File: src/rtl/i2c_master_arbiter.sv
// Round-robin arbiter sharing one I2C master engine between N_REQ requesters.
// Each grant runs exactly one transaction, ending on m_done or timeout, followed by a reset gap.
module i2c_master_arbiter #(
  parameter int N_REQ      = 2,
  parameter int TIMEOUT    = 64,
  parameter int GAP_CYCLES = 2
) (
  input  logic               scl,
  input  logic               rst,
  input  logic [N_REQ-1:0]   req,
  input  logic [N_REQ-1:0]   req_wr,
  input  logic [7*N_REQ-1:0] req_addr,
  input  logic [8*N_REQ-1:0] req_din,
  output logic [N_REQ-1:0]   gnt,
  output logic [N_REQ-1:0]   rsp_valid,
  output logic               rsp_err,
  output logic [7:0]         rsp_rdata,
  output logic               busy,
  output logic               m_rst,
  output logic               m_wr,
  output logic [6:0]         m_addr,
  output logic [7:0]         m_din,
  input  logic               m_done,
  input  logic [7:0]         m_rdata
);
  localparam int PW = (N_REQ > 1) ? $clog2(N_REQ) : 1;
  localparam int CW = $clog2(TIMEOUT + 1);
  localparam int GW = $clog2(GAP_CYCLES + 1);
  localparam logic [CW-1:0] CNT_LAST = CW'(TIMEOUT - 1);
  localparam logic [GW-1:0] GAP_LAST = GW'(GAP_CYCLES - 1);
  localparam logic [PW-1:0] IDX_LAST = PW'(N_REQ - 1);
  localparam logic [N_REQ-1:0] ONE   = {{(N_REQ-1){1'b0}}, 1'b1};

  localparam logic [1:0] IDLE = 2'd0;
  localparam logic [1:0] RUN  = 2'd1;
  localparam logic [1:0] GAP  = 2'd2;

  logic [1:0]    state;
  logic [PW-1:0] ptr;
  logic [PW-1:0] idx;
  logic [PW-1:0] sel;
  logic [CW-1:0] cnt;
  logic [GW-1:0] gap_cnt;

  // Later assignments win: wrap-around candidates first, then ptr..N_REQ-1 in priority order.
  always_comb begin
    sel = ptr;
    for (int j = N_REQ - 1; j >= 0; j--)
      if (req[j] && (PW'(j) < ptr)) sel = PW'(j);
    for (int j = N_REQ - 1; j >= 0; j--)
      if (req[j] && (PW'(j) >= ptr)) sel = PW'(j);
  end

  always_ff @(posedge scl) begin
    if (rst) begin
      state     <= IDLE;
      ptr       <= '0;
      idx       <= '0;
      cnt       <= '0;
      gap_cnt   <= '0;
      gnt       <= '0;
      rsp_valid <= '0;
      rsp_err   <= 1'b0;
      rsp_rdata <= '0;
      m_rst     <= 1'b1;
      m_wr      <= 1'b0;
      m_addr    <= '0;
      m_din     <= '0;
    end else begin
      rsp_valid <= '0;
      case (state)
        IDLE: begin
          if (req != '0) begin
            idx    <= sel;
            gnt    <= ONE << sel;
            m_wr   <= req_wr[sel];
            m_addr <= req_addr[7*sel +: 7];
            m_din  <= req_din[8*sel +: 8];
            m_rst  <= 1'b0;
            cnt    <= '0;
            state  <= RUN;
          end
        end
        RUN: begin
          // m_done takes precedence over a coincident timeout
          if (m_done || (cnt == CNT_LAST)) begin
            rsp_err   <= !m_done;
            rsp_rdata <= (m_done && !m_wr) ? m_rdata : 8'h00;
            rsp_valid <= gnt;
            gnt       <= '0;
            m_rst     <= 1'b1;
            ptr       <= (idx == IDX_LAST) ? '0 : idx + 1'b1;
            gap_cnt   <= '0;
            state     <= GAP;
          end else if (cnt < CNT_LAST) begin
            cnt <= cnt + 1'b1;
          end
        end
        GAP: begin
          if (gap_cnt == GAP_LAST) state <= IDLE;
          else gap_cnt <= gap_cnt + 1'b1;
        end
        default: state <= IDLE;
      endcase
    end
  end

  assign busy = (state != IDLE);

endmodule
File: config.mk
export PLATFORM = sky130hd
export DESIGN_NAME = i2c_master_arbiter
export DESIGN_NICKNAME = d
export VERILOG_FILES = /design/src/rtl/i2c_master_arbiter.sv
export SDC_FILE = /design/constraint.sdc
export NUM_CORES = 1
export LEC_CHECK = 0
export CORE_MARGIN = 3
export CORE_UTILIZATION = 41
export DETAILED_ROUTE_END_ITERATION = 8
export GPL_TIMING_DRIVEN = 1
export PLACE_DENSITY = 0.79
export SLEW_MARGIN = 20
export SYNTH_ARGS = -nofsm -noshare
export SYNTH_HDL_FRONTEND = slang
export SYNTH_SLANG_ARGS = --single-unit
File: constraint.sdc
create_clock -name scl -period 1.8 [get_ports scl]
set_input_delay 0.45 -clock scl [delete_from_list [all_inputs] [get_ports scl]]
set_output_delay 0.45 -clock scl [all_outputs]
set_load 0.02 [all_outputs]
==> run summary <==
die area -> 5016 um2
area delta synth->final -> 55.12%
hold path depth -> 1
r2r worst-path depth -> 6
dpl hpwl -> 3341 um
Syn Area/Cell -> 9.959 um2
Clock Sinks -> 43
Seq/Total Area, Yosys -> 49.96%
DRC -> 0
Post-Place Cells -> 298
root buf cell -> clkbuf_8
post-route setup slack -> 47.55 ps
largest net degree at the start of global routing -> 25
routability cong. -> 0.7689
reg2reg end -> rsp_rdata[0]$_SDFFE_PP0N_
unrepaired setup endpoints after global routing -> no
layout cell share with drive strength beyond 1 -> 11.24%
core area -> 3854 um2
buffers added on ports -> 75
# rows -> 22
Placed Instance Area -> 2590 um2
mean number of vias per cell -> 5.516
EDFF count, synth -> 0
worst hold-check path type -> flop to flop
final net count -> 304
initial drt markers -> 135
syn_nets -> 220
overall global routing resource usage -> 19.06%
CP Cell Sequence -> clkdlybuf4s50_1
worst skew pair latency -> 290 ps
Die X -> 70.83 um
Routed wire per std cell -> 15.14 um
Critical Path Source Type -> flop
initial antenna violation count -> 0
fraction of registers with async set/reset -> 0%
max_slew headroom -> 78.06%
Layout Cells excl Fill -> 306
max-cap viol count -> 0
Worst path max stage delay -> 650 ps
Final Hold Vio Count -> 0
Arrival @ worst endpoint -> 1300 ps
Critical Path RT -> 1350 ps
clk buf depth -> 2
Synth Cell Area -> 1723 um2
slowest CP cell -> clkdlybuf4s50_1
hold endpoint -> ptr$_SDFFE_PP0N_
Max Slew Vio Count -> 0
Tmin final -> 1752 ps
first-pass GRT wire length -> 7707 um
final period utilization -> 97.36%
H-tree depth -> 2
Hold Crit Start -> idx$_SDFFE_PP0P_
vias in the first global route -> 1,680
Worst-path clk slew -> 80 ps
router iterations before antenna repair -> 6
CP bufs+invs -> 1
antenna cells -> 0
Initial Util -> 44.71%
worst reg-to-reg setup slack -> 220 ps
Detailed Route WL -> 4634 um
Util after Layout -> 69.35%
post-route cell area -> 2673 um2
Worst-Margin Slew -> 329.1 ps
status -> finished, final reports clean
number of routed nets with antenna violations -> 0
RR Startpoint -> cnt[0]$_SDFFE_PP0P_
skew final -> 5.578 ps
synthesized flop and latch total -> 43
Die Y -> 70.83 um
crit path kind -> flop to primary output
Worst setup EP type -> primary output
global route overflow -> 0
CTS tree -> built
YS warnings -> 0
Gate Count Post-Synth -> 173
Cell variety after synth -> 41
worst-path maximum fanout -> 3
Pwr per Cell Area -> 829.7 nW/um2
postcts setup bufs -> 0
ys flop type -> dfxtp_1
Max VDD drop -> 0.4435 mV
Final setup viols -> 0
Max Clk Rate -> 570.6 MHz
total CTS buffers -> 5
via count -> 1,688
Hold WS -> 438.3 ps
Post-Place Setup Slack -> -129.9 ps
leakage -> 0.0009980 uW
delay-heaviest family, CP -> buffers and inverters
io pins -> 76
what timing repair did:
item	4_1_cts	5_1_grt
endpoints found under the hold margin	0	0
hold buffers	0	0
setup endpoints to repair	2	0
resized for setup	2	0
how the worst max path moves through the flow:
stage | from | end | slack, ps | cells past startpoint
4_1_cts | gnt[1]$_SDFFE_PP0P_ | gnt[1] | 40 | 1
6_report | gnt[1]$_SDFFE_PP0P_ | gnt[1] | 50 | 1
2_1_floorplan | req[1] | m_addr[0]$_SDFFE_PP0P_ | 410 | 6
3_3_place_gp | req[1] | m_din[7]$_SDFFE_PP0P_ | -70 | 6
5_1_grt | gnt[1]$_SDFFE_PP0P_ | gnt[1] | 7 | 1
3_5_place_dp | req[0] | m_addr[4]$_SDFFE_PP0P_ | -130 | 5
layer usage:
metal | routed length, um | share of wire (%) | vias to the layer above | GRT usage (%)
met3 | 420 | 9.1 | 8 | 7.528
met4 | 89 | 1.9 | 0 | 7.307
met1 | 1905 | 41 | 774 | 22.77
met5 | 0 | 0 | - | 0
met2 | 2218 | 48 | 81 | 30.79
li1 | - | - | 825 | -
synthesized netlist by cell type (all sizes together), types with 2 or more instances:
master / n / share of area [%]
a211oi: 3 / 1.3
a21oi: 9 / 2.8
a222oi: 16 / 9.3
a22o: 8 / 4.1
a31oi: 3 / 1.1
and2: 2 / 0.73
and3: 2 / 0.80
buf: 6 / 3.2
clkbuf: 7 / 1.5
dfxtp: 43 / 50
ha: 2 / 1.5
inv: 8 / 1.7
nand2: 8 / 1.7
nand2b: 3 / 1.1
nand3b: 5 / 2.2
nand4: 3 / 1.5
nor2: 19 / 4.3
nor3: 3 / 0.87
nor3b: 3 / 1.3
o21ai: 5 / 1.7
o22ai: 2 / 0.73
o32ai: 2 / 1.0
or3: 2 / 0.73
flip-flops by register name, indices dropped and copies added (netlist names):
name,flops
m_wr,1
ptr,1
rsp_rdata,8
m_din,8
gap_cnt,2
m_rst,1
state,2
cnt,7
m_addr,7
gnt,2
rsp_valid,2
rsp_err,1
idx,1
report_power, final:
| part | internal [uW] | switching, uW | leakage [uW] |
|---|---|---|---|
| clock | 271 | 328 | 0.0000412 |
| combinational | 299 | 260 | 0.000605 |
| sequential | 1020 | 43.7 | 0.000352 |
| total | 1590 | 632 | 0.000998 |
worst reg2reg max path, delay by kind of cell, from the launching register on:
family / cells / cell delay (ps)
AO/OA/AOI/OAI: 3 / 490
adder cells (fa/ha/maj): 1 / 300
buffers and inverters: 1 / 170
flip-flops: 1 / 420
AND/OR/NAND/NOR: 1 / 100
metrics by stage:
step / setup TNS, ps / power, uW
floorplan: 0 / 1352
global placement: -714.8 / 1632
detailed placement: -1518 / 1641
CTS: 0 / 2237
global route: 0 / 2328
finish: 0 / 2217
cells by family after synthesis:
family | count (synthesis) | synth area share (%)
buffers and inverters | 21 | 6.464
DFF | 43 | 49.96
AOI/OAI and AO/OA | 51 | 23.60
adders and majority gates | 2 | 1.452
and+or+nand+nor | 56 | 18.52
cell type report:
type                       instances  area [um2]
sequential                        43       860.8
clock buffer                       6       72.57
tap                               48       60.06
fill                             311        1181
clock inverter                     2       12.51
inverter                           8       30.03
multi-input combinational        109       750.7
timing repair buffer              90       885.9
placed cells by master (no fill, tap or decap), types with 2 or more instances in the layout:
cell type	instances
a211oi_1	3
a21oi_1	8
a222oi_1	16
a22o_1	8
a31oi_1	3
and2_1	2
buf_12	2
buf_4	13
clkbuf_8	5
clkdlybuf4s50_1	73
dfxtp_1	43
dlygate4sd2_1	2
ha_1	2
inv_1	8
nand2_1	8
nand2b_1	3
nand3b_1	5
nand4_1	2
nor2_1	18
nor3_1	3
nor3b_1	3
o21ai_0	2
o21ai_1	2
o22ai_1	2
o32ai_1	2
or3_1	2
No activity file was read; power rests on OpenSTA's default activity.
